### config.mk
export PLATFORM = sky130hd
export DESIGN_NAME = regfile_port_arbiter_flat
export DESIGN_NICKNAME = d
export VERILOG_FILES = /design/src/rtl/regfile_port_arbiter_if.sv /design/src/rtl/regfile_port_arbiter.sv /design/src/flat_wrapper.sv
export SDC_FILE = /design/constraint.sdc
export NUM_CORES = 1
export LEC_CHECK = 0
export ABC_CLOCK_PERIOD_IN_PS = 4700
export CORE_UTILIZATION = 39
export CTS_CLUSTER_DIAMETER = 50
export CTS_CLUSTER_SIZE = 10
export DETAILED_ROUTE_END_ITERATION = 6
export HOLD_SLACK_MARGIN = 0.06
export PLACE_DENSITY = 0.86
export SETUP_SLACK_MARGIN = 0.3
export SYNTH_ARGS = -nofsm -noshare
export SYNTH_HDL_FRONTEND = slang
export SYNTH_SLANG_ARGS = --single-unit
### constraint.sdc
create_clock -name clk -period 4.7 [get_ports clk]
set_input_delay 0.47 -clock clk [delete_from_list [all_inputs] [get_ports clk]]
set_output_delay 0.47 -clock clk [all_outputs]
set_load 0.02 [all_outputs]
### src/rtl/regfile_port_arbiter_if.sv
// Bus bundle for regfile_port_arbiter: CPU and debug request/response
// channels plus the shared register-file port b.
interface regfile_port_arbiter_if;
  logic       cpu_req;
  logic       cpu_we;
  logic [4:0] cpu_addr;
  logic [7:0] cpu_wdata;
  logic       cpu_gnt;
  logic       cpu_rvalid;
  logic [7:0] cpu_rdata;

  logic       dbg_req;
  logic       dbg_we;
  logic [4:0] dbg_addr;
  logic [7:0] dbg_wdata;
  logic       dbg_gnt;
  logic       dbg_rvalid;
  logic [7:0] dbg_rdata;
  logic       dbg_err;

  logic [4:0] rf_b_addr;
  logic [7:0] rf_b_data_in;
  logic       rf_b_wr_en;
  logic [7:0] rf_b_data_out;

  modport slave (
    input  cpu_req, cpu_we, cpu_addr, cpu_wdata,
    output cpu_gnt, cpu_rvalid, cpu_rdata,
    input  dbg_req, dbg_we, dbg_addr, dbg_wdata,
    output dbg_gnt, dbg_rvalid, dbg_rdata, dbg_err,
    output rf_b_addr, rf_b_data_in, rf_b_wr_en,
    input  rf_b_data_out
  );

  modport master (
    output cpu_req, cpu_we, cpu_addr, cpu_wdata,
    input  cpu_gnt, cpu_rvalid, cpu_rdata,
    output dbg_req, dbg_we, dbg_addr, dbg_wdata,
    input  dbg_gnt, dbg_rvalid, dbg_rdata, dbg_err,
    input  rf_b_addr, rf_b_data_in, rf_b_wr_en,
    output rf_b_data_out
  );
endinterface

### src/rtl/regfile_port_arbiter.sv
// Shares register-file port b between the CPU (fixed priority) and the debug
// path, with an anti-starvation counter and one-cycle registered responses.
module regfile_port_arbiter #(
  parameter int         MAX_WAIT  = 8,
  parameter logic [4:0] FLAG_ADDR = 5'd31,
  parameter logic [4:0] DINP_ADDR = 5'd28
) (
  input  logic                   clk,
  input  logic                   resetn,
  regfile_port_arbiter_if.slave  bus
);

  localparam int CW = $clog2(MAX_WAIT + 1);

  logic [CW-1:0] starve_q, starve_d;
  logic          cpu_rvalid_q, cpu_rvalid_d;
  logic [7:0]    cpu_rdata_q, cpu_rdata_d;
  logic          dbg_rvalid_q, dbg_rvalid_d;
  logic [7:0]    dbg_rdata_q, dbg_rdata_d;
  logic          dbg_err_q, dbg_err_d;

  logic starveMax;
  logic dbgWins;
  logic cpuGnt;
  logic dbgGnt;
  logic dbgBlocked;

  // Grants are gated by resetn so every output reads 0 while reset is held.
  always_comb begin
    starveMax  = (starve_q == CW'(MAX_WAIT));
    dbgWins    = bus.dbg_req && (!bus.cpu_req || starveMax);
    cpuGnt     = resetn && bus.cpu_req && !dbgWins;
    dbgGnt     = resetn && dbgWins;
    dbgBlocked = bus.dbg_we && ((bus.dbg_addr == FLAG_ADDR) || (bus.dbg_addr == DINP_ADDR));
  end

  always_comb begin
    bus.rf_b_addr    = 5'd0;
    bus.rf_b_data_in = 8'd0;
    bus.rf_b_wr_en   = 1'b0;
    if (cpuGnt) begin
      bus.rf_b_addr    = bus.cpu_addr;
      bus.rf_b_data_in = bus.cpu_wdata;
      bus.rf_b_wr_en   = bus.cpu_we;
    end else if (dbgGnt) begin
      bus.rf_b_addr    = bus.dbg_addr;
      bus.rf_b_data_in = bus.dbg_wdata;
      bus.rf_b_wr_en   = bus.dbg_we && !dbgBlocked;
    end
  end

  always_comb begin
    starve_d     = starve_q;
    cpu_rvalid_d = cpuGnt && !bus.cpu_we;
    cpu_rdata_d  = cpu_rdata_q;
    dbg_rvalid_d = dbgGnt;
    dbg_rdata_d  = dbg_rdata_q;
    dbg_err_d    = dbgGnt && dbgBlocked;

    if (!bus.dbg_req || dbgGnt) begin
      starve_d = '0;
    end else if (!starveMax) begin
      starve_d = starve_q + CW'(1);
    end

    if (cpuGnt && !bus.cpu_we) begin
      cpu_rdata_d = bus.rf_b_data_out;
    end
    if (dbgGnt) begin
      dbg_rdata_d = bus.dbg_we ? 8'd0 : bus.rf_b_data_out;
    end
  end

  // Reset discards any response still in flight for an aborted access.
  always_ff @(posedge clk or negedge resetn) begin
    if (!resetn) begin
      starve_q     <= '0;
      cpu_rvalid_q <= 1'b0;
      cpu_rdata_q  <= 8'd0;
      dbg_rvalid_q <= 1'b0;
      dbg_rdata_q  <= 8'd0;
      dbg_err_q    <= 1'b0;
    end else begin
      starve_q     <= starve_d;
      cpu_rvalid_q <= cpu_rvalid_d;
      cpu_rdata_q  <= cpu_rdata_d;
      dbg_rvalid_q <= dbg_rvalid_d;
      dbg_rdata_q  <= dbg_rdata_d;
      dbg_err_q    <= dbg_err_d;
    end
  end

  assign bus.cpu_gnt    = cpuGnt;
  assign bus.dbg_gnt    = dbgGnt;
  assign bus.cpu_rvalid = cpu_rvalid_q;
  assign bus.cpu_rdata  = cpu_rdata_q;
  assign bus.dbg_rvalid = dbg_rvalid_q;
  assign bus.dbg_rdata  = dbg_rdata_q;
  assign bus.dbg_err    = dbg_err_q;

endmodule

### src/flat_wrapper.sv
// flat-port wrapper written by rule: the top's interface ports become plain ports
module regfile_port_arbiter_flat 
#(
  parameter int         MAX_WAIT  = 8,
  parameter logic [4:0] FLAG_ADDR = 5'd31,
  parameter logic [4:0] DINP_ADDR = 5'd28
)
  (clk, resetn, bus_cpu_req, bus_cpu_we, bus_cpu_addr, bus_cpu_wdata, bus_cpu_gnt, bus_cpu_rvalid, bus_cpu_rdata, bus_dbg_req, bus_dbg_we, bus_dbg_addr, bus_dbg_wdata, bus_dbg_gnt, bus_dbg_rvalid, bus_dbg_rdata, bus_dbg_err, bus_rf_b_addr, bus_rf_b_data_in, bus_rf_b_wr_en, bus_rf_b_data_out);
  regfile_port_arbiter_if bus_i ();
  input  logic clk;
  input  logic resetn;
  input wire logic [$bits(bus_i.cpu_req)-1:0] bus_cpu_req;
  input wire logic [$bits(bus_i.cpu_we)-1:0] bus_cpu_we;
  input wire logic [$bits(bus_i.cpu_addr)-1:0] bus_cpu_addr;
  input wire logic [$bits(bus_i.cpu_wdata)-1:0] bus_cpu_wdata;
  output wire logic [$bits(bus_i.cpu_gnt)-1:0] bus_cpu_gnt;
  output wire logic [$bits(bus_i.cpu_rvalid)-1:0] bus_cpu_rvalid;
  output wire logic [$bits(bus_i.cpu_rdata)-1:0] bus_cpu_rdata;
  input wire logic [$bits(bus_i.dbg_req)-1:0] bus_dbg_req;
  input wire logic [$bits(bus_i.dbg_we)-1:0] bus_dbg_we;
  input wire logic [$bits(bus_i.dbg_addr)-1:0] bus_dbg_addr;
  input wire logic [$bits(bus_i.dbg_wdata)-1:0] bus_dbg_wdata;
  output wire logic [$bits(bus_i.dbg_gnt)-1:0] bus_dbg_gnt;
  output wire logic [$bits(bus_i.dbg_rvalid)-1:0] bus_dbg_rvalid;
  output wire logic [$bits(bus_i.dbg_rdata)-1:0] bus_dbg_rdata;
  output wire logic [$bits(bus_i.dbg_err)-1:0] bus_dbg_err;
  output wire logic [$bits(bus_i.rf_b_addr)-1:0] bus_rf_b_addr;
  output wire logic [$bits(bus_i.rf_b_data_in)-1:0] bus_rf_b_data_in;
  output wire logic [$bits(bus_i.rf_b_wr_en)-1:0] bus_rf_b_wr_en;
  input wire logic [$bits(bus_i.rf_b_data_out)-1:0] bus_rf_b_data_out;
  assign bus_i.cpu_req = bus_cpu_req;
  assign bus_i.cpu_we = bus_cpu_we;
  assign bus_i.cpu_addr = bus_cpu_addr;
  assign bus_i.cpu_wdata = bus_cpu_wdata;
  assign bus_cpu_gnt = bus_i.cpu_gnt;
  assign bus_cpu_rvalid = bus_i.cpu_rvalid;
  assign bus_cpu_rdata = bus_i.cpu_rdata;
  assign bus_i.dbg_req = bus_dbg_req;
  assign bus_i.dbg_we = bus_dbg_we;
  assign bus_i.dbg_addr = bus_dbg_addr;
  assign bus_i.dbg_wdata = bus_dbg_wdata;
  assign bus_dbg_gnt = bus_i.dbg_gnt;
  assign bus_dbg_rvalid = bus_i.dbg_rvalid;
  assign bus_dbg_rdata = bus_i.dbg_rdata;
  assign bus_dbg_err = bus_i.dbg_err;
  assign bus_rf_b_addr = bus_i.rf_b_addr;
  assign bus_rf_b_data_in = bus_i.rf_b_data_in;
  assign bus_rf_b_wr_en = bus_i.rf_b_wr_en;
  assign bus_i.rf_b_data_out = bus_rf_b_data_out;
  regfile_port_arbiter #(.MAX_WAIT(MAX_WAIT), .FLAG_ADDR(FLAG_ADDR), .DINP_ADDR(DINP_ADDR)) u_core (.clk(clk), .resetn(resetn), .bus(bus_i));
endmodule
==> impl_results.md, run 1 <==
* Area of placed instances at 0.00191 mm^2
* Post-CTS sizing at 0
* Yosys reg bits at 23
* Die area at 0.00321 mm^2
* IO Port Bufs at 74
* Antenna cells at 0
* Crit path max fanout at 15
* Routed Wire Length at 3.19 mm
* Final net count at 207
* Fill count at 204
* Measured slew at the worst slew-check pin at 1060 ps
* F_max at 0.271 GHz
* Period utilization at 0.784
* R2R Path End: u_core.bus.dbg_rdata[0]
* Run status: completed
* Number of library cell types mapped by synthesis at 22
* DRT Pass-1 Iters at 4
* Met2 routed WL at 1.61 mm
* Setup violators final at 0
* Combinational fraction of design power at 0.380
* Max Slew Vio Count at 0
* Post-Synthesis Cell Area at 0.00116 mm^2
* Setup crit start kind: input pin
* Peak VDD IR at 0.232 mV
* Clock tree buffer depth at 2
* Area Overhead vs Synth at 66.8%
* Layout Skew at 3.24 ps
* RSZ-0062 raised after global routing: no
* Congestion Overflow GR at 0
* Maximum capacitance violations at 0
* Sequential cell area fraction in the yosys report at 0.495
* Worst slew margin at 0.291
* Clk root buf: clkbuf_4
* Largest net degree at the start of global routing at 17
* Wire per inst at 16.3 um
* Antenna viol nets, final at 0
* Cells after synthesis at 89
* Initial antenna violation count at 0
* Vias in the first global route at 1129
* Starting Density at 0.418
* Vias at 1014
* Tot GR Track Use at 0.221
* CTS buffer count at 3
* Clk sinks at 23
* Setup TNS at 0 ps
* CTS tree: built
* Max layer used: met4
* Leakage at 0.000812 uW
* # DRC at 0
* CTS clock-pin slew for the worst setup and hold paths at 120 ps
* CP endpoint kind: primary output
* Reg area at 576 um^2
* Critical Path AT at 3210 ps
* Postcts setup bufs at 0
* Hold Path Class: in -> async
* Post-layout min period at 3680 ps
* Multi-input gate area at 533 um^2
* Clk network pwr share at 0.169
* Syn_nets at 131
* Worst R2R Setup Slack at 2410 ps
* Worst r2r src: u_core.starve_q[0]
* Initial DRC count at 39
* Share of cells above drive strength 1 at 0.140
* Ys Warns at 0
* Worst-Skew Late Latency at 310 ps
* DPL Wire Length at 2.52 mm
* Chip height at 56.6 um
* H-tree level count at 1
* # rows at 19
* I/O pin cnt at 75
* Cts hold-fix bufs at 0
* Switch Pwr at 159 uW
* M1 WL at 1.27 mm
* Final Hold Fails at 0
* Die W at 56.6 um
* Design area at 0.00194 mm^2
* Syn_area_per_cell at 13.1 um^2
* Vias per cell at 5.20
* Worst r2r path cells at 6
* Pint at 372 uW
* DR WL met3 at 257 um
* Sequential share of power at 0.450
* Placer Congestion at 0.777
* Switching Fraction at 0.300
* CP required at 4230 ps
* Power Dens Cells at 274 mW/mm^2
* First-pass GRT wire length at 5.48 mm
* Core area at 0.00278 mm^2
* CP Class: in -> out
flip-flops by register name, indices dropped and copies added (netlist names):
signal / cells
u_core.bus.dbg_err: 1
u_core.bus.dbg_rdata: 8
u_core.bus.dbg_rvalid: 1
u_core.starve_q: 4
u_core.bus.cpu_rdata: 8
u_core.bus.cpu_rvalid: 1
worst max-delay path by stage:
stage / slack [ps] / start / cells after the start / end
3_3_place_gp: 1160 / resetn / 5 / bus_rf_b_addr[1]
6_report: 1020 / resetn / 5 / bus_rf_b_data_in[1]
4_1_cts: 1010 / resetn / 5 / bus_rf_b_data_in[1]
3_5_place_dp: 1010 / resetn / 5 / bus_rf_b_data_in[1]
2_1_floorplan: 2470 / u_core.starve_q[0] / 7 / bus_rf_b_addr[2]
5_1_grt: 780 / resetn / 5 / bus_rf_b_addr[4]
power by group through the flow:
stage               logic, uW  clock network, uW  registers, uW
floorplan                57.6                  0            272
global placement          199                  0            242
detailed placement        203                  0            243
CTS                       204               92.6            240
global route              215                101            243
finish                    202               90.1            239
worst max-delay path, stage by stage:
cell,delay (ps)
clkdlybuf4s50_1,780
nand2_1,210
a21oi_1,860
a22o_1,280
clkdlybuf4s50_1,610
cell usage after synthesis:
cell type,number,share of area
and3b_1,1,0.0075
mux2_2,16,0.15
a211oi_4,1,0.017
buf_2,2,0.0086
a21oi_1,1,0.0043
o211a_1,1,0.0086
and3_1,1,0.0054
nand3_1,1,0.0043
inv_1,3,0.0097
nand2_1,2,0.0065
nor4b_2,1,0.013
a32o_1,1,0.0086
mux2i_1,1,0.0086
xor2_1,1,0.0075
buf_6,3,0.029
and4_1,1,0.0075
nor2b_1,8,0.043
nor3b_1,3,0.019
xnor2_1,3,0.023
dfrtp_1,23,0.49
a22o_1,13,0.098
ha_1,2,0.022
logic make-up (layout without fill, tap and decap cells):
| family | count (synthesis) | count (layout) | share of synthesized area |
|---|---|---|---|
| buffers and inverters | 8 | 83 | 0.0473 |
| AO/OA/AOI/OAI | 17 | 17 | 0.137 |
| flip-flops | 23 | 23 | 0.495 |
| multiplexers | 17 | 17 | 0.163 |
| adder cells (fa/ha/maj) | 2 | 2 | 0.0215 |
| XOR/XNOR | 4 | 4 | 0.0301 |
| AND/OR/NAND/NOR | 18 | 18 | 0.106 |
cell type report:
cell class | count | share of cell area
Inverter | 3 | 0.00580
Sequential cell | 23 | 0.297
Tap cell | 31 | 0.0200
Timing Repair Buffer | 76 | 0.389
Multi-Input combinational cell | 58 | 0.275
Clock buffer | 4 | 0.0135
through the flow:
stage               worst slack [ps]  hold WS, ps  instances  power [uW]  utilization
global placement                1160          491        191         440        0.688
finish                          1020          482        195         532        0.698
CTS                             1010          489        195         536        0.698
detailed placement              1010          500        191         446        0.688
global route                     777          514        195         559        0.698
floorplan                       2470          174         89         330            -
layer usage:
layer	vias to the layer above	global-route usage
met5	-	0
met4	0	0.0627
met1	482	0.283
li1	472	-
met3	6	0.0645
met2	54	0.365
cell usage in the layout (no fill, tap or decap), types with 2 or more instances in the layout:
| cell type | Yosys | final |
|---|---|---|
| nor2b_1 | 8 | 8 |
| buf_4 | 0 | 2 |
| nor3b_1 | 3 | 3 |
| mux2_2 | 16 | 16 |
| ha_1 | 2 | 2 |
| xnor2_1 | 3 | 3 |
| nand2_1 | 2 | 2 |
| a22o_1 | 13 | 13 |
| dfrtp_1 | 23 | 23 |
| clkbuf_4 | 0 | 3 |
| inv_1 | 3 | 3 |
| clkdlybuf4s50_1 | 0 | 74 |
Power figures use the tool's default switching activity.
==> run 2, diff against run 1 <==
Settings changed: ABC_CLOCK_PERIOD_IN_PS 4700 to 3700, CORE_UTILIZATION 39 to 36, PLACE_DENSITY 0.86 to 0.8.
Clock period 4.7 ns to 3.7 ns, I/O delays scaled along.
==> impl_results.md, run 2 (synthesis gave the netlist of run 1 again) <==
* Run status: completed
* Layout Skew at 3.25 ps (+0.00786 ps)
* Antenna cells at 0 (unchanged)
* Power Dens Cells at 345 mW/mm^2 (+26%)
* Setup crit start kind: register
* First-pass GRT wire length at 4.57 mm (-17%)
* Vias at 996 (-1.8%)
* Largest net degree at the start of global routing at 21 (+4)
* CP Class: reg -> out
* Design area at 0.00196 mm^2 (+1.2%)
* Area Overhead vs Synth at 68.8%
* Leakage at 0.000817 uW (+0.63%)
* Fin util at 0.643 (-0.0543)
* Commonest non-fill, non-tap cells in the layout: 74 x clkdlybuf4s50_1, 23 x dfrtp_1, 16 x mux2_2
* Placed insts at 205 (+7.3%)
* # DRC at 0 (unchanged)
* Postcts setup bufs at 0 (unchanged)
* Clk sinks at 23 (unchanged)
* Period utilization at 0.838
* Pwr Total at 677 uW (+27%)
* Maximum capacitance violations at 0 (unchanged)
* Initial antenna violation count at 0 (unchanged)
* Max Slew Vio Count at 0 (unchanged)
* Initial DRC count at 40 (+2.6%)
* Post-layout min period at 3100 ps
* Final net count at 208 (+0.48%)
* CP endpoint kind: primary output
* Chip height at 58.9 um (+3.9%)
* Critical Path AT at 2730 ps (-480 ps)
* Measured slew at the worst slew-check pin at 554 ps (-509 ps)
* CP required at 3330 ps (-900 ps)
* Starting Density at 0.381 (-0.0372)
* DPL Wire Length at 2.43 mm (-3.8%)
* Die W at 58.9 um (+3.9%)
* Core area at 0.00305 mm^2 (+9.8%)
* # rows at 20 (+1)
* RSZ-0062 raised after global routing: no
* Antenna viol nets, final at 0 (unchanged)
* F_max at 0.323 GHz
* Placer Congestion at 0.648 (-17%)
* Area of placed instances at 0.00194 mm^2 (+1.2%)
* Tot GR Track Use at 0.174 (-0.0477)
* I/O pin cnt at 75 (unchanged)
* CTS tree: built
* Vias in the first global route at 982 (-13%)
* Final Hold Fails at 0 (unchanged)
* Peak VDD IR at 0.211 mV (-9.2%)
* Hold Path Class: in -> async
* Wire per inst at 14.6 um (-11%)
* Worst slew margin at 0.629 (+0.338)
* Vias per cell at 4.77 (-8.4%)
* H-tree level count at 1 (unchanged)
* Worst-Skew Late Latency at 310 ps (about the same)
* Setup TNS at 0 ps (unchanged)
* IO Port Bufs at 74 (unchanged)
* Setup violators final at 0 (unchanged)
* Cts hold-fix bufs at 0 (unchanged)
* CTS clock-pin slew for the worst setup and hold paths at 120 ps (about the same)
* Clock tree buffer depth at 2 (unchanged)
* CTS buffer count at 3 (unchanged)
* Share of cells above drive strength 1 at 0.145 (+0.00521)
* DRT Pass-1 Iters at 4 (unchanged)
* Clk root buf: clkbuf_4
* Worst r2r path cells at 6 (unchanged)
* Post-CTS sizing at 0 (unchanged)
* Finished Layout Cells at 209 (+7.2%)
* Commonest non-fill, non-tap cell in the layout: clkdlybuf4s50_1
* Die area at 0.00346 mm^2 (+8.1%)
* Congestion Overflow GR at 0 (unchanged)
* Crit path max fanout at 15 (unchanged)
* Routed Wire Length at 3.05 mm (-4.4%)
[run 2: changes by cell type in the layout (fill, tap and decap cells not counted)]
cell   change
buf_4      +1
[run 2: layout make-up]
type / count / area (um^2)
clock buffers: 4 / 26.3
multi-input cells: 58 / 533
well taps: 44 / 55.1
repair buffers: 77 / 763
inverters: 3 / 11.3
fillers: 259 / 1090
flip-flops and latches: 23 / 576
[run 2: worst paths after layout]
path / startpoint / end / slack, ps
max in group asynchronous: resetn / u_core.bus.cpu_rdata[6] / 2930
setup / recovery: u_core.starve_q[0] / bus_dbg_gnt / 600
hold reg to reg: u_core.bus.cpu_rdata[0] / u_core.bus.cpu_rdata[0] / 520
min in group clk: u_core.bus.cpu_rdata[0] / u_core.bus.cpu_rdata[0] / 520
hold / removal: resetn / u_core.starve_q[3] / 250
setup reg to reg: u_core.starve_q[0] / u_core.bus.dbg_rdata[5] / 1450
[run 2: layer usage]
metal  up-vias  wire length, um  GRT usage
met4         0               33     0.0544
li1        471                -          -
met3         4              170     0.0374
met1       493             1220      0.229
met2        28             1620      0.286
met5         -                0          0
[run 2: through the flow]
| stage | setup slack [ps] | hold slack (ps) |
|---|---|---|
| final | 601 | 255 |
| after global routing | 434 | 245 |
| after CTS | 574 | 257 |
| after detailed placement | 929 | 495 |
| after global placement | 985 | 489 |
| after floorplan | 1570 | 74.4 |
[run 2: report_power, final]
| group | switching, uW | internal (uW) | total, uW |
|---|---|---|---|
| sequential | 18.3 | 285 | 303 |
| clock | 74.8 | 42.1 | 117 |
| combinational | 111 | 146 | 257 |
| total | 204 | 473 | 677 |
[run 2: critical path: stages (launching register included)]
cell and delay, ps:
dfrtp_1 420, inv_1 90, ha_1 140, and3b_1 360
o211a_1 470, buf_4 310, clkdlybuf4s50_1 630
==> run 3, diff against run 2 <==
Settings changed: ABC_CLOCK_PERIOD_IN_PS 3700 to 2500, CORE_UTILIZATION 36 to 32, PLACE_DENSITY 0.8 to 0.75.
Clock period 3.7 ns to 2.5 ns, I/O delays scaled along.
==> impl_results.md, run 3 (synthesis gave the netlist of run 1 again) <==
* Antenna viol nets, final at 0 (unchanged)
* Worst-Skew Late Latency at 300 ps (about the same)
* DPL Wire Length at 2.48 mm (+2.2%)
* IO Port Bufs at 74 (unchanged)
* Clk sinks at 23 (unchanged)
* Max Slew Vio Count at 0 (unchanged)
* Clock tree buffer depth at 2 (unchanged)
* Antenna cells at 0 (unchanged)
* Largest net degree at the start of global routing at 18 (-14%)
* First-pass GRT wire length at 5.22 mm (+14%)
* CTS clock-pin slew for the worst setup and hold paths at 120 ps (about the same)
* Design area at 0.00204 mm^2 (+3.8%)
* Clk root buf: clkbuf_4
* CP bufs+invs at 3 (unchanged)
* Fill count at 296 (+14%)
* Fin util at 0.597 (-0.0464)
* Crit path max fanout at 8 (-7)
* CP Class: reg -> out
* Die W at 62.3 um (+5.9%)
* Sequential share of power at 0.444 (-0.004)
* Period utilization at 0.863
* H-tree level count at 1 (unchanged)
* Chip height at 62.3 um (+5.9%)
* Vias per cell at 4.73 (-0.79%)
* # rows at 21 (+5.0%)
* CTS buffer count at 3 (unchanged)
* Setup crit start kind: register
* Worst path top cell family by delay: compound AO/OA/AOI/OAI gates
* Worst slew margin at 0.618 (-0.0114)
* Wire per inst at 14.7 um (+0.62%)
* CP required at 2250 ps (-1080 ps)
* Tot GR Track Use at 0.165 (-0.00854)
* CP max-delay cell: dfrtp_1
* CP endpoint kind: primary output
* Congestion Overflow GR at 0 (unchanged)
* Share of cells above drive strength 1 at 0.320 (+0.175)
* Measured slew at the worst slew-check pin at 572 ps (+17.0 ps)
* F_max at 0.463 GHz
* Clk network pwr share at 0.166 (-0.007)
* Final Hold Fails at 0 (unchanged)
* Worst r2r src: u_core.starve_q[1]
* Critical path origin: u_core.starve_q[1]
* Starting Density at 0.341 (-0.0405)
* Combinational fraction of design power at 0.391 (+0.012)
* # DRC at 0 (unchanged)
* Core area at 0.00342 mm^2 (+12%)
* Worst path cell trace: inv_2 -> ha_4 -> and3b_2 -> o211a_4 -> buf_6 -> a32o_2 -> buf_6
* Vias in the first global route at 1128 (+15%)
* Initial DRC count at 16 (-60%)
* Commonest non-fill, non-tap cell in the layout: clkdlybuf4s50_1
* Area Overhead vs Synth at 75.3%
* Run status: completed
* Peak VDD IR at 0.336 mV (+59%)
* DRT Pass-1 Iters at 3 (-1)
* CTS tree: built
* Critical Path AT at 1910 ps (-820 ps)
* Layout Skew at 3.64 ps (+0.392 ps)
* Setup violators final at 0 (unchanged)
* Initial antenna violation count at 0 (unchanged)
* Power Dens Cells at 494 mW/mm^2 (+44%)
* Commonest non-fill, non-tap cells in the layout: 58 x clkdlybuf4s50_1, 23 x dfrtp_1, 16 x mux2_2, 16 x buf_4, 13 x a22o_1
* I/O pin cnt at 75 (unchanged)
* Placer Congestion at 0.679 (+4.7%)
* Maximum capacitance violations at 0 (unchanged)
* Final net count at 221 (+6.3%)
* Critical path's most frequent cell: buf_6
* Worst R2R Setup Slack at 520 ps (-930 ps)
* Switching Fraction at 0.299 (-0.00149)
* Crit-path max cell delay at 390 ps (-240 ps)
* Setup TNS at 0 ps (unchanged)
* RSZ-0062 raised after global routing: yes
* Post-layout min period at 2160 ps
* Switch Pwr at 302 uW (+48%)
* Area of placed instances at 0.00198 mm^2 (+2.1%)
* Hold Path Class: in -> async
* Vias at 1059 (+6.3%)
* Cts hold-fix bufs at 0 (unchanged)
* Pint at 706 uW (+49%)
* Worst r2r path cells at 6 (unchanged)
* R2R Path End: u_core.bus.cpu_rdata[0]
* Routed Wire Length at 3.29 mm (+7.8%)
* Die area at 0.00388 mm^2 (+12%)
* Leakage at 0.000914 uW (+12%)
## run 3: power groups by stage
stage / registers [uW] / clock network (uW) / logic (uW)
4_1_cts: 447 / 175 / 383
6_report: 447 / 167 / 394
3_3_place_gp: 453 / 0 / 382
3_5_place_dp: 455 / 0 / 388
5_1_grt: 454 / 187 / 419
2_1_floorplan: 512 / 0 / 108
## run 3: timing repair
| item | in CTS | in global routing |
|---|---|---|
| setup endpoints to repair | 16 | 16 |
| endpoints found under the hold margin | 0 | 0 |
| pin swaps | 1 | 5 |
| resized for setup | 58 | 17 |
| gates cloned | 0 | 1 |
| buffers inserted | 4 | 3 |
## run 3: how the worst max path moves through the flow
stage,to,slack [ps],cells after the start
floorplan,bus_rf_b_addr[2],490,7
global placement,bus_rf_b_data_in[0],180,6
detailed placement,bus_rf_b_addr[2],100,6
CTS,bus_rf_b_addr[2],180,7
global route,bus_rf_b_wr_en,280,7
finish,bus_rf_b_wr_en,340,7
## run 3: layer usage
| metal | GRT usage | routed length (um) |
|---|---|---|
| met3 | 0.0478 | 260 |
| met1 | 0.192 | 1290 |
| met5 | 0 | 0 |
| met4 | 0.0349 | 17 |
| met2 | 0.299 | 1720 |
## run 3: layout make-up
type	count	area (um^2)	area share
Sequential cell	23	576	0.282
Timing Repair Buffer	90	813	0.399
Clock buffer	4	26.3	0.0129
Inverter	3	11.3	0.00552
Tap cell	46	57.6	0.0282
Multi-Input combinational cell	58	556	0.272
## run 3: metrics by stage
step	setup slack, ps	hold slack, ps	total power [uW]	instances
floorplan	489	-45.6	620	89
global placement	178	477	835	212
detailed placement	95.7	485	843	212
CTS	177	140	1010	220
global route	278	169	1060	224
finish	342	168	1010	224
